==> config.mk <==
export PLATFORM = sky130hd
export DESIGN_NAME = bcd_seg_scan
export DESIGN_NICKNAME = d
export VERILOG_FILES = /design/src/rtl/bcd_seg_scan.sv
export SDC_FILE = /design/constraint.sdc
export NUM_CORES = 1
export LEC_CHECK = 0
export ABC_CLOCK_PERIOD_IN_PS = 7000
export CAP_MARGIN = 20
export CORE_MARGIN = 5
export CORE_UTILIZATION = 45
export CTS_CLUSTER_DIAMETER = 120
export DETAILED_ROUTE_END_ITERATION = 8
export GPL_TIMING_DRIVEN = 0
export PLACE_DENSITY = 0.65
export SKIP_CTS_REPAIR_TIMING = 1
export SLEW_MARGIN = 10
export SYNTH_ARGS = -nofsm -noshare
export SYNTH_HDL_FRONTEND = slang
export SYNTH_SLANG_ARGS = --single-unit
==> constraint.sdc <==
create_clock -name clk -period 7 [get_ports clk]
set_input_delay 2.1 -clock clk [delete_from_list [all_inputs] [get_ports clk]]
set_output_delay 2.1 -clock clk [all_outputs]
set_load 0.01 [all_outputs]
==> src/rtl/bcd_seg_scan.sv <==
// Two-digit multiplexed seven-segment driver for a packed BCD word.
// Scans units/tens at CLK_DIV cycles per digit; segments and anodes are active-low.
module bcd_seg_scan #(
   parameter int unsigned CLK_DIV  = 50000,
   parameter bit          BLANK_LZ = 1'b1
) (
   input  logic       clk,
   input  logic       rst_n,
   input  logic [7:0] bcd_in,
   input  logic       bcd_we,
   output logic [6:0] seg,
   output logic [1:0] an,
   output logic       busy_tick
);

   localparam int unsigned CNT_W    = (CLK_DIV > 1) ? $clog2(CLK_DIV) : 1;
   localparam logic [6:0]  SEG_OFF  = 7'h7F;
   localparam logic [6:0]  SEG_DASH = 7'h3F;

   typedef enum logic [1:0] {
      S_OFF   = 2'd0,
      S_UNITS = 2'd1,
      S_TENS  = 2'd2
   } state_t;

   state_t             state_q, state_d;
   logic [CNT_W-1:0]   cnt_q, cnt_d;
   logic [7:0]         hold_q, hold_d;
   logic [3:0]         shadow_q, shadow_d;
   logic [6:0]         seg_d;
   logic [1:0]         an_d;
   logic               busy_d;
   logic               term_c;
   logic               switch_c;

   function automatic logic [6:0] seg_decode(input logic [3:0] nib);
      logic [6:0] s;
      case (nib)
         4'd0:    s = 7'h40;
         4'd1:    s = 7'h79;
         4'd2:    s = 7'h24;
         4'd3:    s = 7'h30;
         4'd4:    s = 7'h19;
         4'd5:    s = 7'h12;
         4'd6:    s = 7'h02;
         4'd7:    s = 7'h78;
         4'd8:    s = 7'h00;
         4'd9:    s = 7'h10;
         default: s = SEG_DASH;
      endcase
      return s;
   endfunction

   assign term_c = (cnt_q == CNT_W'(CLK_DIV - 1));

   // State register: leaving S_OFF on the first edge after reset acts as a digit switch
   always_ff @(posedge clk or negedge rst_n) begin
      if (!rst_n) begin
         state_q   <= S_OFF;
         cnt_q     <= '0;
         hold_q    <= 8'h00;
         shadow_q  <= 4'h0;
         seg       <= SEG_OFF;
         an        <= 2'b11;
         busy_tick <= 1'b0;
      end else begin
         state_q   <= state_d;
         cnt_q     <= cnt_d;
         hold_q    <= hold_d;
         shadow_q  <= shadow_d;
         seg       <= seg_d;
         an        <= an_d;
         busy_tick <= busy_d;
      end
   end

   // Next-state, shadow reload (write bypasses into the incoming digit) and output decode
   always_comb begin
      state_d  = state_q;
      cnt_d    = cnt_q;
      hold_d   = bcd_we ? bcd_in : hold_q;
      shadow_d = shadow_q;
      switch_c = 1'b0;
      seg_d    = SEG_OFF;
      an_d     = 2'b11;
      busy_d   = 1'b0;

      case (state_q)
         S_OFF: begin
            state_d  = S_UNITS;
            cnt_d    = '0;
            switch_c = 1'b1;
         end
         S_UNITS: begin
            if (term_c) begin
               state_d  = S_TENS;
               cnt_d    = '0;
               switch_c = 1'b1;
            end else begin
               cnt_d = cnt_q + CNT_W'(1);
            end
         end
         S_TENS: begin
            if (term_c) begin
               state_d  = S_UNITS;
               cnt_d    = '0;
               switch_c = 1'b1;
            end else begin
               cnt_d = cnt_q + CNT_W'(1);
            end
         end
         default: begin
            state_d = S_OFF;
            cnt_d   = '0;
         end
      endcase

      if (switch_c) begin
         shadow_d = (state_d == S_TENS) ? hold_d[7:4] : hold_d[3:0];
      end

      case (state_d)
         S_UNITS: begin
            an_d   = 2'b10;
            seg_d  = seg_decode(shadow_d);
            busy_d = switch_c;
         end
         S_TENS: begin
            an_d  = 2'b01;
            seg_d = (BLANK_LZ && (shadow_d == 4'h0)) ? SEG_OFF : seg_decode(shadow_d);
         end
         default: begin
            an_d  = 2'b11;
            seg_d = SEG_OFF;
         end
      endcase
   end

endmodule

==> run summary <==
The flow ran to the end, and the final reports show no timing, DRC or antenna violations. The critical path arrival is 4.17 ns. After global routing the overflow that remains totals 0. The peak supply drop is 106 µV. The global-route wire length before repair is 7.00 mm.

The final setup violation count came out at 0. The overall track demand over capacity in global routing came out at 0.145. The normalized max-slew margin came out at 0.598. The top achievable clock speed is 0.251 GHz. The detailed router finished its first iteration with 58 violations. The number of I/O port buffers is 19. Summing every instance area after synthesis gives 0.00212 mm².

The HPWL after detailed placement came out at 2.99 mm. The clock latency at the later pin of the worst-skew pair is 0.29 ns. Traced cell by cell, the critical path runs through clkdlybuf4s50_1 > mux2_2 > mux2i_1 > o21a_1 > ha_1 > inv_1 > o31a_1 > o211ai_1. The antenna diode count came out at 0. In this design, the stage delay of the slowest critical-path cell is 0.39 ns. The leakage component of the power came out at 1.12 nW. The overall power after layout came out at 0.467 mW. The number of clock buffers added by TritonCTS is 5. The number of antenna violations at the first check in global routing is 0. The placer congestion estimate is 0.812. The worst setup path is captured at a register.

The floorplan has 25 rows. At the placement stage, the worst setup path has a slack of 2.72 ns. The final-report hold violation count is 0. The cell area after placement is 0.00240 mm². The count of pins over their slew limit was 0. The CTS H-tree depth is 2. The number of inserted filler cells in the final layout is 432. Entering global routing, the biggest net connects 22 pins. Max-cap violations in this run came to 0. The sum of routed wire length over all layers is 4.05 mm. The master cell of the clock root buffer is clkbuf_8.

After detailed routing, the number of remaining DRC violations is 0. The cell count after synthesis came out at 199. Including well taps, the total number of placed cells is 273. The register bit total from synthesis is 40.

The share of flip-flops with an asynchronous set or reset after synthesis came out at 1.00. In this run, synthesis inferred 0 flip-flops with an integrated enable. Among all stages on the critical path, the largest delay is contributed by clkdlybuf4s50_1. The classification of the worst setup path is in -> reg.

The number of clock sinks is 40. The fraction of synthesized cell area taken by the top area cell type came out at 0.365. The Yosys step of the flow raised 0 warnings. The share of the Yosys chip area taken by registers is 0.477. After routing the design area is 0.00249 mm².

The final period demand of the worst path is 3.98 ns. In the final design database the tool counted 248 nets. TritonCTS built the clock tree. The die area came out at 0.00619 mm². In the final layout, the multi-input gates occupy 0.00104 mm². Averaged over all synthesized cells, the footprint is 10.7 µm². The average wire per standard cell is 14.4 µm. The net count after synthesis is 221. The data required time at the worst endpoint came out at 7.19 ns. The post-layout worst setup margin came out at 3.02 ns. The number of buffers between clock root and the deepest sink is 2. The via count of the first global-routing pass came out at 1472. In the final layout, the share of cells above drive strength 1 is 0.172. The launching element type of the critical path is a primary input. Of all cell types, the one taking the most synthesized area is dfrtp_1. The type of the most critical hold path is reg -> reg.

The post-route antenna net violation count came out at 0. Ranked by total cell area, the synthesized netlist is headed by dfrtp_1 37%, dfstp_2 11%, ha_1 6.5%, mux2_2 4.8%, nor2_1 4.1%. The clock arrives with 0.00594 ns of skew. Setup repair after global routing left no endpoint under its margin. In the synthesized netlist the dominant register cell turns out to be dfrtp_1. Of the available clock period, the critical path in the final layout requires 0.569. In the final timing run, aggregate negative setup slack is 0 ns. In the routed layout, each cell is associated on average with a via count of 5.33. The initial utilization of the core area, before any placement, comes to 0.456. The transition time of the tightest slew-check pin is 0.601 ns. The largest fanout on the critical path came out at 5. For this block, the via count after detailed routing is 1497. The first-pass iteration count of the detailed router is 4. The width of the chip is 78.7 µm. The register area is 0.00101 mm². The die span in y is 78.7 µm. For this run, the number of standard cells in the final layout without fillers is 281. The total I/O pin count came out at 21. The number of different library cells in the post-synthesis netlist is 41.

The power density relative to cell area came out at 187 mW/mm². The area of the core came out at 0.00466 mm². The clock transition at the register clock pins on the worst setup and hold paths after CTS is 0.07 ns.

The layout overhead on the synthesized area is 17.4%.
[cells in the mapped netlist, types with 2 or more instances]
cell and n:
nand3_1 9, ha_1 11, o21ai_0 5, or3_1 2, mux2i_1 4, nor3_1 4
buf_2 3, nand2_1 15, xor2_1 8, mux2_2 9, xnor2_1 5, nand2b_1 2
and3_1 6, dfstp_2 9, o21ai_1 8, a21oi_1 8, nor2_1 23, a311oi_1 2
inv_1 9, o21a_1 3, dfrtp_1 31, o211ai_1 4
[state kept, by name, summed over array words and instances, names as in the netlist]
register / cells
busy_tick: 1
an: 2
shadow_q: 4
seg: 7
cnt_q: 16
hold_q: 8
state_q: 2
[power breakdown]
group | switching (mW) | internal (mW) | leakage [nW]
registers | 0.00338 | 0.246 | 0.488
logic | 0.0313 | 0.0303 | 0.591
clock network | 0.0757 | 0.0804 | 0.0455
[stage by stage]
step | utilization | hold WS [ns]
detailed placement | 0.516 | 0.448
global route | 0.535 | 0.490
global placement | 0.511 | 0.450
floorplan | - | 0.425
finish | 0.535 | 0.454
CTS | 0.535 | 0.458
[area by class of cell]
type,count,area share
flip-flops and latches,40,0.406
multi-input cells,144,0.418
well taps,54,0.0271
repair buffers,20,0.0853
inverters,10,0.0151
clock buffers,8,0.0361
plain buffers,5,0.0120
[cells in the final DEF (no fill, tap or decap), types with 5 or more instances in the layout]
cell type / synthesis / layout
a21oi_1: 8 / 8
and3_1: 6 / 6
clkbuf_8: 0 / 6
clkdlybuf4s50_1: 0 / 18
dfrtp_1: 31 / 31
dfstp_2: 9 / 9
ha_1: 11 / 11
inv_1: 9 / 9
mux2_2: 9 / 9
nand2_1: 15 / 15
nand3_1: 9 / 9
nor2_1: 23 / 23
o21ai_0: 5 / 5
o21ai_1: 8 / 8
xnor2_1: 5 / 5
xor2_1: 8 / 8
[path summary, 6_finish.rpt]
path                            from   endpoint  slack (ns)  cells after the start
max                        bcd_in[5]     seg[1]        3.02                      8
min                         cnt_q[0]   cnt_q[0]        0.45                      1
max reg2reg                 cnt_q[0]     seg[1]        3.82                     12
min reg2reg                 cnt_q[0]   cnt_q[0]        0.45                      1
max in group asynchronous      rst_n      an[0]        4.70                      2
min in group asynchronous      rst_n  cnt_q[13]        1.76                      1
[critical path, delay by kind of cell]
kind	cells	cell delay, ns
AOI/OAI and AO/OA	3	0.79
muxes	2	0.48
buffers and inverters	2	0.46
adders and majority gates	1	0.33
[layer usage]
| metal | GRT usage | up-vias | share of wire |
|---|---|---|---|
| li1 | - | 747 | - |
| met1 | 0.202 | 721 | 0.52 |
| met4 | 0.0629 | 0 | 0.020 |
| met2 | 0.207 | 23 | 0.42 |
| met5 | 0 | - | 0 |
| met3 | 0.0442 | 6 | 0.043 |
[logic make-up (layout without fill, tap and decap cells)]
| logic type | Yosys count | after routing | share of synthesized area |
|---|---|---|---|
| simple gates | 67 | 67 | 0.160 |
| mux | 14 | 14 | 0.0737 |
| fa+ha+maj | 11 | 11 | 0.0648 |
| buf+inv | 15 | 43 | 0.0318 |
| xor+xnor | 13 | 13 | 0.0536 |
| compound gates | 39 | 39 | 0.139 |
| flops | 40 | 40 | 0.477 |
Note: power is estimated with default switching activity, not from simulation.
